**src/rtl/uart_rx_fifo.sv**
```systemverilog
// Receive-side FWFT buffer behind uart_controller: captures each completed Rx character
// with its parity flag and hands it to the consumer over a valid/ready handshake.
module uart_rx_fifo #(
  parameter int MAX_UART_DATA_W = 8,
  parameter int FIFO_DEPTH      = 16
) (
  input  logic                         clk_i,
  input  logic                         rst_i,
  input  logic                         clr_i,
  input  logic                         rx_done_i,
  input  logic [MAX_UART_DATA_W-1:0]   rx_data_i,
  input  logic                         rx_parity_err_i,
  output logic                         m_valid_o,
  input  logic                         m_ready_i,
  output logic [MAX_UART_DATA_W-1:0]   m_data_o,
  output logic                         m_parity_err_o,
  output logic [$clog2(FIFO_DEPTH):0]  count_o,
  output logic                         full_o,
  output logic                         empty_o,
  output logic                         overflow_o,
  input  logic                         ovf_clr_i
);

  localparam int PtrWidth = $clog2(FIFO_DEPTH);
  localparam logic [PtrWidth:0] DepthCount = (PtrWidth + 1)'(FIFO_DEPTH);

  typedef logic [MAX_UART_DATA_W:0] entry_t;  // {parity_err, data}

  entry_t              mem [FIFO_DEPTH];
  logic [PtrWidth-1:0] wr_ptr;
  logic [PtrWidth-1:0] rd_ptr;
  logic [PtrWidth:0]   count;
  logic                overflow;

  logic pop;
  logic push_ok;
  logic drop;

  // Status is derived from the registered count only, so rx_done_i never reaches an output.
  assign empty_o    = (count == '0);
  assign full_o     = (count == DepthCount);
  assign m_valid_o  = !empty_o;
  assign count_o    = count;
  assign overflow_o = overflow;

  assign {m_parity_err_o, m_data_o} = mem[rd_ptr];

  // A full FIFO still accepts a character when the head leaves in the same cycle.
  assign pop     = m_valid_o & m_ready_i;
  assign push_ok = rx_done_i & (!full_o | pop);
  assign drop    = rx_done_i & full_o & !pop;

  // NOTE: storage is deliberately not reset; the pointers and count alone decide what is valid.
  always_ff @(posedge clk_i) begin
    if (push_ok && !rst_i && !clr_i) begin
      mem[wr_ptr] <= {rx_parity_err_i, rx_data_i};
    end
  end

  // NOTE: all state uses non-blocking assignments so every register sees pre-edge values.
  always_ff @(posedge clk_i) begin
    if (rst_i || clr_i) begin
      wr_ptr   <= '0;
      rd_ptr   <= '0;
      count    <= '0;
      overflow <= 1'b0;
    end else begin
      if (push_ok) wr_ptr <= wr_ptr + PtrWidth'(1);
      if (pop)     rd_ptr <= rd_ptr + PtrWidth'(1);

      if (push_ok && !pop)      count <= count + (PtrWidth + 1)'(1);
      else if (!push_ok && pop) count <= count - (PtrWidth + 1)'(1);

      // A fresh drop wins over a clear request in the same cycle.
      if (drop)           overflow <= 1'b1;
      else if (ovf_clr_i) overflow <= 1'b0;
    end
  end

endmodule

```
**config.mk**
```make
export PLATFORM = sky130hd
export DESIGN_NAME = uart_rx_fifo
export DESIGN_NICKNAME = d
export VERILOG_FILES = /design/src/rtl/uart_rx_fifo.sv
export SDC_FILE = /design/constraint.sdc
export NUM_CORES = 1
export LEC_CHECK = 0
export CAP_MARGIN = 20
export CORE_ASPECT_RATIO = 1.25
export CORE_MARGIN = 2
export CORE_UTILIZATION = 40
export CTS_CLUSTER_SIZE = 24
export DETAILED_ROUTE_END_ITERATION = 10
export PLACE_DENSITY_LB_ADDON = 0.1
export RECOVER_POWER = 100
export SYNTH_ARGS = -nofsm -noshare
export SYNTH_HDL_FRONTEND = slang
export SYNTH_SLANG_ARGS = --single-unit
```
**constraint.sdc**
```tcl
create_clock -name clk_i -period 7.89 [get_ports clk_i]
set_input_delay 1.1835 -clock clk_i [delete_from_list [all_inputs] [get_ports clk_i]]
set_output_delay 1.1835 -clock clk_i [all_outputs]
set_load 0.05 [all_outputs]
```
---- Word-level counts from Yosys, hierarchy flattened ----
Memories as Yosys holds them, arrays and structs flattened. A register that Yosys moved wholly into a read port is not among the register bits.
Cells that the tools add are included.
storage, ports and cells
  register bits after elaboration ......... 14
  memory bits (writable) .................. 144
  input bits .............................. 15
  output and inout bits ................... 18
  logic and storage cells ................. 37
  memories kept ........................... 1
operators by class
  add/sub/neg operators ................... 4
  eq/ne operators ......................... 1
  multiplexer cells ....................... 8
  bitwise gates (word level) .............. 5
  reductions and logical operators ........ 14
memory list
  memory  words  bits a word  read ports  clocked after memory_dff  write ports  RTL line  RTL
  mem     16     9            1           1                         1            29        entry_t mem [FIFO_DEPTH];
operator list
  kind                   count
  $mux W5                2
  $add A4 B1 Y4 const B  2
  $mux W4                2
  $logic_not A1 Y1       6
  $add A5 B1 Y5 const B  1
  $eq A5 B5 Y1 const B   1
  $logic_not A5 Y1       1
  $sub A5 B1 Y5 const B  1
  $and A1 B1 Y1          4
  $logic_and A1 B1 Y1    4
  $mux W1                4
  $reduce_bool A2 Y1     2
  $logic_or A1 B1 Y1     1
  $or A1 B1 Y1           1

---- Logic depth before layout (Yosys ltp) ----
  depth after elaboration ................. 9
  depth in mapped cells ................... 11
  gate-level depth less buffers ........... 10

---- Worst setup path before layout ----
No wires, ideal clock.
  path kind ............................... register to output
  from .................................... register count[0] (netlist: count_o[0])
  to ...................................... output port empty_o
  arrival time ............................ 2.102 ns
  required time ........................... 6.707 ns
  path slack .............................. 4.605 ns
  stages on the path, launching flop included .. 5
  path buffers ............................ 1
  cells stage by stage .................... dfxtp_1 > or4_4 > buf_6 > nand2b_1 > inv_1
on the way
  word-level cells in the longest chain between the ends .. 1
RTL lines
  item                      RTL line  RTL
  start: declaration        32        logic [PtrWidth:0] count;
  start signal: assignment  71        if (push_ok && !pop) count <= count + (PtrWidth + 1)'(1);
  start signal: assignment  72        else if (!push_ok && pop) count <= count - (PtrWidth + 1)'(1);
  $logic_not A5 Y1          40        assign empty_o = (count == '0);
  end: declaration          19        output logic empty_o,
No other way between the ends.

==> results.ini <==
[outcome]
status = completed

[cells_and_area]
fill_cells = 1343
syn_to_final_growth_pct = 17.92
final_area_um2 = 7548
layout_commonest_cell = edfxtp_1
antennaDiodeCount = 0
layout_common_cells = 144 x edfxtp_1, 36 x mux4_2, 35 x nor2_1, 28 x dlygate4sd3_1, 18 x a22oi_1
seq_area_um2 = 4686
multi_input_area_um2 = 1604
utilization_pct = 48.28
drive_gt1_share_pct = 18.09
final_nets = 421

[routing]
drtIter0Drc = 220
drtAntennaViolNets = 0
wire_per_inst_um = 22.29
drtPass1Iterations = 4
drt_wl_total_um = 13840
drc = 0
vias_per_cell = 5.301
dr_total_vias = 3292

[cts]
worstSkewPairLatency_ps = 420
ctsResizeCount = 0
cts_num_sinks = 162
tritoncts = built
cts_buffers = 17
clk_pin_slew_worst_paths_ps = 60
htree_levels = 4
cts_hold_buffers = 0
post_cts_buffers = 0
clock_path_buffers = 2
cts_root_buf = clkbuf_16

[setup_path]
required_ps = 6710
crit_arrival_ps = 3080
reg2reg_from = count_o[0]
crit_path_max_incr_delay_ps = 780
cp-end-kind = output port
worst_setup_path_start_kind = flip-flop
critPathKind = flip-flop to output port
slowest_stage = dlygate4sd3_1
cp_cell_sequence = buf_4 -> mux4_2 -> a22oi_1 -> nand2_1 -> dlygate4sd3_1
path_max_fanout = 36

[sta]
worst_clock_skew_ps = 6.314
hold_viol_final = 0
max_slew_margin_pct = 25.81
tns_ps = 0
timing.final.ws_setup_ps = 3625
max_freq_mhz = 234.5
slew_viol_final = 0
rsz0062_at_grt = false
setup_viol = 0
post-route-period-util_pct = 54.05
worst_pin_slew_ps = 1109
period_minus_slack_ps = 4265

[yosys]
synthTopCellsByArea = edfxtp_1 68%, mux4_2 13%, dfxtp_1 5.6%
syn-cell-area_um2 = 6401
synth_warnings = 0
synthDistinctLibCells = 39
ys_dominant_reg_cell = edfxtp_1
synth_nets = 367
async_reset_ff_share_pct = 0
netlist.area_leader.share_pct = 67.55
synthCells = 342
yosysSeqAreaShare_pct = 73.18
synth_top_area_cell = edfxtp_1
avgSynthCellArea_um2 = 18.72
yosys_register_bits = 162
synth-edff-count = 144

[global_route]
grt_pass1_vias = 3414
grt_max_degree = 37
antenna_found_initial = 0
grt_pass1_wl_um = 20880
track_usage_pct = 17.59
gr-total-overflow = 0

[floorplan]
num_rows = 51
dieArea_um2 = 17040
dieHeight_um = 145.4
die_width_um = 117.1
initial_utilization_pct = 40.94
core_area_um2 = 15630
num_io_pins = 33

[placement]
io_buffers = 32
place_area_um2 = 7047
dp_hpwl_um = 8725
place_ws_ps = 4026
gp_congestion = 0.7300

[pwr]
cellPowerDensity_nw_per_um2 = 259.8
power_leakage_nw = 2.433
ir_drop_uv = 132.6

[flow_run]
max_cap_violations = 0

[worst_hold_path]
min-delay-start = wr_ptr[1]
hold_class = flip-flop to flip-flop

cell type report:
| class | instances | area share [%] |
|---|---|---|
| inverters | 7 | 0.3481 |
| multi-input cells | 158 | 21.25 |
| well taps | 212 | 3.514 |
| flip-flops and latches | 162 | 62.08 |
| clock buffers | 18 | 5.685 |
| clock inverters | 14 | 1.840 |
| repair buffers | 50 | 5.288 |
power breakdown:
part | leakage, nW | total [W] | internal, W | switching [W]
Clock | 0.281 | 0.000791 | 0.000464 | 0.000327
Sequential | 1.44 | 0.000949 | 0.000941 | 0.00000769
Combinational | 0.711 | 0.000221 | 0.0000824 | 0.000139
cells by family after synthesis:
logic type,count (synthesis),synth area share (%)
flops,162,73.18
simple gates,70,5.180
mux,40,13.39
compound gates,32,3.870
buf+inv,22,1.486
fa+ha+maj,10,2.072
xor+xnor,6,0.8209
critical path: cells and delay by family, from the launching register on:
kind	cells	cell delay, ps
compound gates	1	250
flops	1	310
mux	1	590
buf+inv	2	1350
simple gates	1	140
registers in the layout (all words and copies together) (netlist names), named ones only:
signal and flops:
wr_ptr 4, count_o 5, mem 144, overflow_o 1
rd_ptr 4
cell usage after synthesis, drive strengths merged, types with 2 or more instances:
master and number:
and2 2, nor4 2, nand2 14, a22oi 18, ha 9, nand3 7, edfxtp 144, mux4 36
nor2 35, nor2b 3, mux2 2, o211ai 2, a21oi 5, xnor2 2, dfxtp 18, mux2i 2
clkbuf 8, xor2 4, inv 7, buf 7
path summary, 6_finish.rpt:
check                endpoint  slack [ps]  cells after the start
setup / recovery  m_data_o[4]        3630                      5
hold / removal      wr_ptr[1]         490                      2
setup reg to reg   count_o[3]        4710                     10
hold reg to reg     wr_ptr[1]         490                      2
per-layer routing:
metal  up-vias  track usage [%]  share of wire, %
li1       1477                -                 -
met1      1710            23.44                42
met2        85            27.70                51
met3        20            4.456               5.6
met4         0            6.706               1.8
met5         -                0                 0
through the flow:
stage	instances	hold slack [ps]	total power (W)
after floorplan	342	469.2	0.001134
after global placement	582	485.9	0.001201
after detailed placement	586	486.7	0.001202
after CTS	618	494.6	0.001989
after global routing	621	529.2	0.002032
final	621	490.3	0.001961
Power figures use the tool's default switching activity.
